--- config.mk ---
export PLATFORM = sky130hd
export DESIGN_NAME = tx_gen_crc_flat
export DESIGN_NICKNAME = d
export VERILOG_FILES = /design/src/rtl/tx_gen_crc_if.sv /design/src/rtl/tx_gen_crc.sv /design/src/flat_wrapper.sv
export SDC_FILE = /design/constraint.sdc
export NUM_CORES = 1
export LEC_CHECK = 0
export CAP_MARGIN = 20
export CORE_ASPECT_RATIO = 1.5
export CORE_MARGIN = 4
export CORE_UTILIZATION = 60
export DETAILED_ROUTE_END_ITERATION = 12
export HOLD_SLACK_MARGIN = 0.15
export PLACE_DENSITY = 0.8
export SLEW_MARGIN = 20
export SYNTH_ARGS = -nofsm -noshare
export SYNTH_HDL_FRONTEND = slang
export SYNTH_SLANG_ARGS = --single-unit
--- constraint.sdc ---
create_clock -name clk -period 22.7 [get_ports clk]
set_clock_uncertainty 0.2 [all_clocks]
set_input_delay 4.54 -clock clk [delete_from_list [all_inputs] [get_ports clk]]
set_output_delay 4.54 -clock clk [all_outputs]
set_load 0.01 [all_outputs]
--- src/rtl/tx_gen_crc_if.sv ---
// Command and AXI-stream output bundle for tx_gen_crc.
// master = command issuer / stream consumer, slave = the generator.
interface tx_gen_crc_if #(
  parameter int unsigned OEW = 2
);
  localparam int unsigned DW = 8 << OEW;
  localparam int unsigned KW = 1 << OEW;

  logic          i_tvalid;
  logic          i_tready;
  logic [15:0]   i_len;
  logic [7:0]    i_seed;
  logic          o_tready;
  logic          o_tvalid;
  logic [DW-1:0] o_tdata;
  logic [KW-1:0] o_tkeep;
  logic          o_tlast;
  logic          o_busy;
  logic [15:0]   o_blk_cnt;

  modport master (
    output i_tvalid, i_len, i_seed, o_tready,
    input  i_tready, o_tvalid, o_tdata, o_tkeep, o_tlast, o_busy, o_blk_cnt
  );

  modport slave (
    input  i_tvalid, i_len, i_seed, o_tready,
    output i_tready, o_tvalid, o_tdata, o_tkeep, o_tlast, o_busy, o_blk_cnt
  );
endinterface

--- src/rtl/tx_gen_crc.sv ---
// Test-data block source: counting payload followed by its reflected CRC32, as an AXI-stream.
// Define TX_GEN_CRC_TERM_EN to append a 0xFF terminator byte after the CRC.
module tx_gen_crc #(
  parameter int unsigned OEW = 2
) (
  input  logic        clk,
  input  logic        rstn,
  tx_gen_crc_if.slave bus
);
  localparam int unsigned NL = 1 << OEW;
  localparam int unsigned DW = 8 * NL;
`ifdef TX_GEN_CRC_TERM_EN
  localparam int unsigned TAIL = 5;
`else
  localparam int unsigned TAIL = 4;
`endif
  localparam logic [31:0] POLY = 32'hEDB88320;

  typedef enum logic [1:0] {IDLE, EMIT, DONE} state_t;

  state_t        state, state_d;
  logic [15:0]   len_q, len_d;
  logic [16:0]   cnt_q, cnt_d;
  logic [7:0]    byte_q, byte_d;
  logic [31:0]   crc_q, crc_d;
  logic          tready_q, tready_d;
  logic          tvalid_q, tvalid_d;
  logic [DW-1:0] tdata_q, tdata_d;
  logic [NL-1:0] tkeep_q, tkeep_d;
  logic          tlast_q, tlast_d;
  logic          busy_q, busy_d;
  logic [15:0]   blk_q, blk_d;
  logic          load;

  logic          idle;
  logic [16:0]   g_cnt;
  logic [15:0]   g_len;
  logic [7:0]    g_byte;
  logic [31:0]   g_crc;
  logic [DW-1:0] gen_data;
  logic [NL-1:0] gen_keep;
  logic          gen_last;
  logic [16:0]   gen_cnt;
  logic [7:0]    gen_byte;
  logic [31:0]   gen_crc;

  function automatic logic [31:0] crc_step(input logic [31:0] c, input logic [7:0] b);
    logic [31:0] r;
    r = c ^ {24'h0, b};
    for (int i = 0; i < 8; i++) r = r[0] ? ((r >> 1) ^ POLY) : (r >> 1);
    return r;
  endfunction

  // First beat is built straight from the command so it appears the cycle after accept.
  assign idle   = (state == IDLE);
  assign g_cnt  = idle ? 17'd0 : cnt_q;
  assign g_len  = idle ? bus.i_len : len_q;
  assign g_byte = idle ? ((bus.i_seed == 8'hFF) ? 8'h00 : bus.i_seed) : byte_q;
  assign g_crc  = idle ? 32'hFFFF_FFFF : crc_q;

  // Next-beat builder: payload lanes advance the CRC in lane order, CRC lanes see the result.
  always_comb begin : gen
    logic [31:0] c;
    logic [7:0]  b;
    logic [16:0] idx;
    logic [16:0] pay;
    logic [16:0] tot;
    logic [1:0]  sel;
    c        = g_crc;
    b        = g_byte;
    pay      = {1'b0, g_len};
    tot      = pay + 17'(TAIL);
    gen_data = '0;
    gen_keep = '0;
    for (int k = 0; k < NL; k++) begin
      idx = g_cnt + 17'(k);
      sel = 2'(idx - pay);
      if (idx < pay) begin
        gen_data[8*k +: 8] = b;
        gen_keep[k]        = 1'b1;
        c = crc_step(c, b);
        b = (b == 8'hFE) ? 8'h00 : b + 8'd1;
      end else if (idx < pay + 17'd4) begin
        gen_data[8*k +: 8] = 8'(~c >> {sel, 3'b000});
        gen_keep[k]        = 1'b1;
      end
`ifdef TX_GEN_CRC_TERM_EN
      else if (idx == pay + 17'd4) begin
        gen_data[8*k +: 8] = 8'hFF;
        gen_keep[k]        = 1'b1;
      end
`endif
    end
    gen_cnt  = g_cnt + 17'(NL);
    gen_last = (gen_cnt >= tot);
    gen_byte = b;
    gen_crc  = c;
  end

  // Next-state and next-output logic.
  always_comb begin : fsm
    state_d  = state;
    len_d    = len_q;
    cnt_d    = cnt_q;
    byte_d   = byte_q;
    crc_d    = crc_q;
    tready_d = tready_q;
    tvalid_d = tvalid_q;
    tdata_d  = tdata_q;
    tkeep_d  = tkeep_q;
    tlast_d  = tlast_q;
    busy_d   = busy_q;
    blk_d    = blk_q;
    load     = 1'b0;
    case (state)
      IDLE: begin
        if (bus.i_tvalid && tready_q) begin
          load     = 1'b1;
          state_d  = EMIT;
          tready_d = 1'b0;
          busy_d   = 1'b1;
        end
      end
      EMIT: begin
        if (tvalid_q && bus.o_tready) begin
          if (tlast_q) begin
            state_d  = DONE;
            tvalid_d = 1'b0;
            tdata_d  = '0;
            tkeep_d  = '0;
            tlast_d  = 1'b0;
          end else begin
            load = 1'b1;
          end
        end
      end
      DONE: begin
        state_d  = IDLE;
        tready_d = 1'b1;
        busy_d   = 1'b0;
        blk_d    = blk_q + 16'd1;
      end
      default: state_d = IDLE;
    endcase
    if (load) begin
      len_d    = g_len;
      cnt_d    = gen_cnt;
      byte_d   = gen_byte;
      crc_d    = gen_crc;
      tvalid_d = 1'b1;
      tdata_d  = gen_data;
      tkeep_d  = gen_keep;
      tlast_d  = gen_last;
    end
  end

  always_ff @(posedge clk) begin
    if (!rstn) begin
      state    <= IDLE;
      len_q    <= '0;
      cnt_q    <= '0;
      byte_q   <= '0;
      crc_q    <= '0;
      tready_q <= 1'b1;
      tvalid_q <= 1'b0;
      tdata_q  <= '0;
      tkeep_q  <= '0;
      tlast_q  <= 1'b0;
      busy_q   <= 1'b0;
      blk_q    <= '0;
    end else begin
      state    <= state_d;
      len_q    <= len_d;
      cnt_q    <= cnt_d;
      byte_q   <= byte_d;
      crc_q    <= crc_d;
      tready_q <= tready_d;
      tvalid_q <= tvalid_d;
      tdata_q  <= tdata_d;
      tkeep_q  <= tkeep_d;
      tlast_q  <= tlast_d;
      busy_q   <= busy_d;
      blk_q    <= blk_d;
    end
  end

  assign bus.i_tready  = tready_q;
  assign bus.o_tvalid  = tvalid_q;
  assign bus.o_tdata   = tdata_q;
  assign bus.o_tkeep   = tkeep_q;
  assign bus.o_tlast   = tlast_q;
  assign bus.o_busy    = busy_q;
  assign bus.o_blk_cnt = blk_q;
endmodule

--- src/flat_wrapper.sv ---
// flat-port wrapper written by rule: the top's interface ports become plain ports
module tx_gen_crc_flat 
#(
  parameter int unsigned OEW = 2
)
  (clk, rstn, bus_i_tvalid, bus_i_len, bus_i_seed, bus_o_tready, bus_i_tready, bus_o_tvalid, bus_o_tdata, bus_o_tkeep, bus_o_tlast, bus_o_busy, bus_o_blk_cnt);
  tx_gen_crc_if #(.OEW(OEW)) bus_i ();
  input  logic clk;
  input  logic rstn;
  input wire logic [$bits(bus_i.i_tvalid)-1:0] bus_i_tvalid;
  input wire logic [$bits(bus_i.i_len)-1:0] bus_i_len;
  input wire logic [$bits(bus_i.i_seed)-1:0] bus_i_seed;
  input wire logic [$bits(bus_i.o_tready)-1:0] bus_o_tready;
  output wire logic [$bits(bus_i.i_tready)-1:0] bus_i_tready;
  output wire logic [$bits(bus_i.o_tvalid)-1:0] bus_o_tvalid;
  output wire logic [$bits(bus_i.o_tdata)-1:0] bus_o_tdata;
  output wire logic [$bits(bus_i.o_tkeep)-1:0] bus_o_tkeep;
  output wire logic [$bits(bus_i.o_tlast)-1:0] bus_o_tlast;
  output wire logic [$bits(bus_i.o_busy)-1:0] bus_o_busy;
  output wire logic [$bits(bus_i.o_blk_cnt)-1:0] bus_o_blk_cnt;
  assign bus_i.i_tvalid = bus_i_tvalid;
  assign bus_i.i_len = bus_i_len;
  assign bus_i.i_seed = bus_i_seed;
  assign bus_i.o_tready = bus_o_tready;
  assign bus_i_tready = bus_i.i_tready;
  assign bus_o_tvalid = bus_i.o_tvalid;
  assign bus_o_tdata = bus_i.o_tdata;
  assign bus_o_tkeep = bus_i.o_tkeep;
  assign bus_o_tlast = bus_i.o_tlast;
  assign bus_o_busy = bus_i.o_busy;
  assign bus_o_blk_cnt = bus_i.o_blk_cnt;
  tx_gen_crc #(.OEW(OEW)) u_core (.clk(clk), .rstn(rstn), .bus(bus_i));
endmodule
* Word-level counts from Yosys, hierarchy flattened *
Cells that the tools add are included.

cells by class
  reductions and logical operators = 11
  add/sub/neg operators = 14
  shift operators = 4
  multiply operators = 0
  multiplexer cells = 92
  div/mod/pow operators = 0
  bitwise gates (word level) = 40
  equal/unequal tests = 10
  $lt $le $gt $ge = 9

operators with widths
  kind                                            number
  2-to-1 mux 32 bit                               41
  inverter 13 -> 14 bit                           32
  2-to-1 mux 8 bit                                18
  inverter 32 bit                                 4
  right shift 32 x 5 -> 8 bit                     4
  bitwise XOR 32 x 8 -> 32 bit                    4
  < comparator 17 x 16 -> 1 bit                   4
  < comparator 17 bit                             4
  equality test 8 bit (second input constant)     5
  adder 17 x 2 -> 17 bit (second input constant)  2
  adder 8 x 1 -> 8 bit (second input constant)    4
  2-to-1 mux 1 bit                                20
  adder 16 x 3 -> 17 bit (second input constant)  1
  adder 17 x 1 -> 17 bit (second input constant)  1
  adder 17 x 3 -> 17 bit (second input constant)  1
  greater-or-equal comparator 17 bit              1
  2-to-1 mux 17 bit                               1
  adder 16 x 1 -> 16 bit (second input constant)  1
  2-to-1 mux 16 bit                               1
  2-to-1 mux 4 bit                                4
  nonzero test 2 bit                              4
  subtractor 2 bit                                4
  2-to-1 mux 2 bit                                3
  case mux 1 bit (2 select lines)                 3
  other kinds (9)                                 13

word-level totals
  flip-flop bits (word level) = 131
  memories = 0
  memory bits (writable) = 0
  bits in latches = 0
  logic and storage cells = 192
  output and inout port bits = 56
  memory bits (read-only) = 0

* Longest topological paths before layout *
  depth after elaboration = 75
  mapped depth = 41
  gate-level depth less buffers = 32

* Worst setup path before layout *
No wires, ideal clock.

  path type = input to register
  from = input bus_i_len[12]
  to = register u_core.crc_q[17]
  stages on the path = 30
  buffers on the path = 5
  slack = 11.596 ns
  data arrival time = 10.776 ns
  required time = 22.372 ns
  setup time = 0.128 ns
  cells stage by stage = mux2i_1 -> ha_1 -> a211oi_1 -> o221ai_1 -> a31oi_1 -> nand2_1 -> buf_2 -> nor2_1 -> clkbuf_1 -> buf_1 -> nand2_1 -> nand2_1 -> ha_1 -> a21boi_0 -> and4_1 -> o21ai_0 -> inv_1 -> ha_1 -> nand4b_1 -> or3_1 -> clkbuf_1 -> and2_1 -> clkbuf_1 -> xor2_2 -> xor2_1 -> xor2_1 -> xnor2_1 -> xnor2_1 -> a221oi_1 -> nor2_1

on the way
  word-level cells in the longest chain between the ends = 44
  elaborated cells between the ends (all ways) = 66

RTL lines
  item                                                                         line                source
  start, declared                                                              flat_wrapper.sv:11  input wire logic [$bits(bus_i.i_len)-1:0] bus_i_len;
  2-to-1 mux 16 bit (*)                                                        tx_gen_crc.sv:57    assign g_len = idle ? bus.i_len : len_q;
  < comparator 17 x 16 -> 1 bit                                                tx_gen_crc.sv:78    if (idx < pay) begin
  2-to-1 mux 32 bit                                                            tx_gen_crc.sv:78
  bitwise XOR 32 x 8 -> 32 bit                                                 tx_gen_crc.sv:49    r = c ^ {24'h0, b};
  inverter 13 -> 14 bit (no source line)                                       --
  2-to-1 mux 32 bit                                                            tx_gen_crc.sv:50    for (int i = 0; i < 8; i++) r = r[0] ? ((r >> 1) ^ POLY) : (r >> 1);
  inverter 13 -> 14 bit (no source line) or 2-to-1 mux 32 bit (tied branches)  --
  2-to-1 mux 32 bit                                                            tx_gen_crc.sv:50
  (+25 left out)                                                               --
  2-to-1 mux 32 bit (2 in a row)                                               tx_gen_crc.sv:50
  inverter 13 -> 14 bit (no source line)                                       --
  2-to-1 mux 32 bit                                                            tx_gen_crc.sv:50
  inverter 13 -> 14 bit (no source line)                                       --
  2-to-1 mux 32 bit                                                            tx_gen_crc.sv:50
  inverter 13 -> 14 bit (no source line)                                       --
  2-to-1 mux 32 bit (3 in a row)                                               tx_gen_crc.sv:50
  2-to-1 mux 32 bit (*)                                                        tx_gen_crc.sv:78
  end signal, assigned                                                         tx_gen_crc.sv:176   crc_q <= crc_d;
  end, declared                                                                tx_gen_crc.sv:25    logic [31:0] crc_q, crc_d;

Every way passes the cells marked *; elsewhere a longest branch is shown, timed or not.
A chain may end at the register's enable or synchronous reset.

* Worst setup path after layout *
  from = input bus_i_len[13]
  to = register u_core.crc_q[7]

on the way
  word-level cells in the longest chain between the ends = 45
  elaborated cells between the ends (all ways) = 64

RTL lines
  item                                    line
  2-to-1 mux 16 bit (*)                   tx_gen_crc.sv:57
  < comparator 17 x 16 -> 1 bit           tx_gen_crc.sv:78
  2-to-1 mux 32 bit                       tx_gen_crc.sv:78
  bitwise XOR 32 x 8 -> 32 bit            tx_gen_crc.sv:49
  inverter 13 -> 14 bit (no source line)  --
  2-to-1 mux 32 bit                       tx_gen_crc.sv:50
  inverter 13 -> 14 bit (no source line)  --
  2-to-1 mux 32 bit (2 in a row)          tx_gen_crc.sv:50
  (+23 left out)                          --
  2-to-1 mux 32 bit                       tx_gen_crc.sv:78
  bitwise XOR 32 x 8 -> 32 bit            tx_gen_crc.sv:49
  2-to-1 mux 32 bit (5 in a row)          tx_gen_crc.sv:50
  inverter 13 -> 14 bit (no source line)  --
  2-to-1 mux 32 bit                       tx_gen_crc.sv:50
  inverter 13 -> 14 bit (no source line)  --
  2-to-1 mux 32 bit (2 in a row)          tx_gen_crc.sv:50
  2-to-1 mux 32 bit (*)                   tx_gen_crc.sv:78

Marks and branches as above.

==> impl_metrics.toml <==
[grt]
grt_usage = 0.407
grt_pass1_vias = 16500
grt_start_max_net_pins = 90
grt_pass1_wl_um = 96600
antenna_found_initial = 1
grt_overflow = 0

[yosys]
syn_area_per_cell_um2 = 7.87
ys_ff_latch = 131
yosysUniqueCellTypes = 105
synth_top_cell_area_share = 0.155
yosys_warnings = 0
async_flop_share = 0
yosys.area_share.adder = 0.109
synth_top_family_by_area = "XOR/XNOR gates"
synth_flop_cell = "dfxtp_1"
synth_xor_area_frac = 0.221
synth_cells = 2146
synth_top_cell_by_area = "dfxtp_1"
muxShareOfSynthArea = 0.0674
synth_most_common_cell = "nor2_1"
ys_seq_area_frac = 0.155
syn-cell-area_um2 = 16900
synth_commonest_cells = "nor2_1 (238), xnor2_1 (216), nand2_1 (208)"
synth_compound_area_frac = 0.211
synth_edf_count = 0
synth_area_leaders = "dfxtp_1 (16%), xnor2_1 (11%), ha_1 (11%), xor2_1 (5.9%), nor2_1 (5.3%)"
yosys.area_share.simple = 0.190
syn_nets = 2320

[timing]
final_period_minus_worst_setup_slack_ps = 12780
fin_tns_setup_ps = 0
rsz0062_at_grt = "no"
slew_viol_final = 0
finalCritPeriodShare = 0.563
setup_viol = 0
timing.final.hold_violations = 0
slew_headroom = 0.206
max_freq_mhz = 78.2
fin_ws_ps = 9920
worstMarginPinSlew_ps = 1180

[place]
gp_congestion = 1.04
dpl.hpwl_um = 50600
place_area_um2 = 17900
dp_slack_ps = 9680
port_buffers = 83

[layout]
final_area_um2 = 18500
seqCellArea_um2 = 2620
fillers = 2476
area_delta_synth_final_pct = 9.48
nNetsFinal = 2329
multi_input_area_um2 = 13500
layout-drive-gt1-share = 0.0798

[min_path]
min_from = "u_core.bus.o_tkeep[3]"
holdPathEnd = "u_core.bus.o_tkeep[3]"
hold_depth = 2
hold_path_class = "register to register"

[cts]
clock_path_buffers = 2
cts_hold_buffers = 0
post_cts_resized = 0
cts.reportedPaths.clkPinSlew_ps = 60
root_buffer = "clkbuf_16"
numCtsBuffers = 17
htree_levels = 4
cts_tree = "yes"
cts.sinks = 131
postCtsSetupBuffers = 0
insertion_delay_ps = 450

[route]
ant_nets = 0
dr_wl_met2_um = 31100
wl_met3_um = 4290
firstDrtPassIters = 7
drt_iter0_drc = 1455
vias = 16500
wl_met1_um = 21400
vias_per_cell = 6.58
drc = 0
routedWlPerCell_um = 25.6
finalWirelength_um = 64400
top_layer = "met4"

[critical_path]
start_kind = "input port"
reg2reg_depth = 32
arrival_ps = 12870
reg2reg_to = "u_core.crc_q[20]"
r2r-start = "u_core.state[1]"
path_max_fanout = 39
r2r_setup_slack_ps = 12440
max_stage_delay_ps = 690
critPathSlowestCell = "nand2_1"
crit_required_ps = 22790
cp-end-kind = "register"
critPathKind = "input port to register"

[floorplan]
row_count = 75
core_um2 = 27900
io_pins = 84
die_y_um = 213
dieWidth_um = 145
start_util = 0.606
die_area_um2 = 30900

[run_status]
status = "finished, final reports clean"

[job]
maxCapViolCount = 0
-- layout by cell type (no fill, tap or decap), types with 19 or more instances in the layout --
cell,count
nand3_1,54
o21a_1,21
a21oi_1,144
nand2_1,208
mux4_2,21
xor2_1,114
nor2b_1,19
mux2i_1,47
xnor2_1,215
nand4_1,28
a211oi_1,37
a22oi_1,24
dfxtp_1,131
o21ai_0,112
a21o_1,42
nor3_1,54
ha_1,145
clkdlybuf4s50_1,83
nor2_1,237
buf_4,36
inv_1,50
-- layout make-up --
cell class | count | share of cell area
well taps | 346 | 0.0234
clock buffers | 19 | 0.0240
flip-flops and latches | 131 | 0.142
clock inverters | 13 | 0.00806
repair buffers | 119 | 0.0596
inverters | 54 | 0.0110
multi-input cells | 1832 | 0.732
diodes | 1 | 0.000135
-- critical path, delay by kind of cell --
kind | cells | cell delay [ps]
adders and majority gates | 3 | 700
xor gates and xnor gates | 3 | 1020
and+or+nand+nor | 11 | 3120
AOI/OAI and AO/OA | 7 | 1980
muxes | 1 | 600
buffers and inverters | 3 | 910
-- flip-flops by register name (all words and copies together) (netlist names) --
name	cells
u_core.cnt_q	17
u_core.crc_q	32
u_core.byte_q	8
u_core.bus.o_tkeep	4
u_core.len_q	16
u_core.bus.o_blk_cnt	16
u_core.bus.o_tdata	32
u_core.bus.o_tvalid	1
u_core.bus.i_tready	1
u_core.bus.o_busy	1
u_core.bus.o_tlast	1
u_core.state	2
-- stage by stage --
step | instances | utilization | hold WS, ps
after global routing | 2515 | 0.663 | 278
after floorplan | 2146 | - | 232
final | 2515 | 0.663 | 252
after global placement | 2482 | 0.642 | 239
after CTS | 2514 | 0.663 | 256
after detailed placement | 2482 | 0.642 | 247
-- layer usage --
layer	vias to the layer above	track usage
li1	7647	-
met1	7674	0.413
met2	889	0.712
met3	332	0.0664
met4	0	0.390
met5	-	0
-- worst max path at each step --
stage	to	slack, ps	from
2_1_floorplan	u_core.crc_q[17]	11600	bus_i_len[12]
3_3_place_gp	u_core.crc_q[7]	9920	bus_i_len[13]
3_5_place_dp	u_core.crc_q[7]	9680	bus_i_len[13]
4_1_cts	u_core.crc_q[7]	10150	bus_i_len[13]
5_1_grt	u_core.crc_q[7]	9390	bus_i_len[13]
6_report	u_core.crc_q[7]	9920	bus_i_len[13]
-- cell families (layout without fill, tap and decap cells) --
group                    Yosys count  after routing
other                              0              1
buffers and inverters            183            205
flip-flops                       131            131
AO/OA/AOI/OAI                    535            535
adder cells (fa/ha/maj)          148            148
XOR/XNOR                         367            367
multiplexers                      81             81
AND/OR/NAND/NOR                  701            701
Power is not shown: default switching activity piles up to over one toggle a cycle in this logic, so the estimate is an artifact.
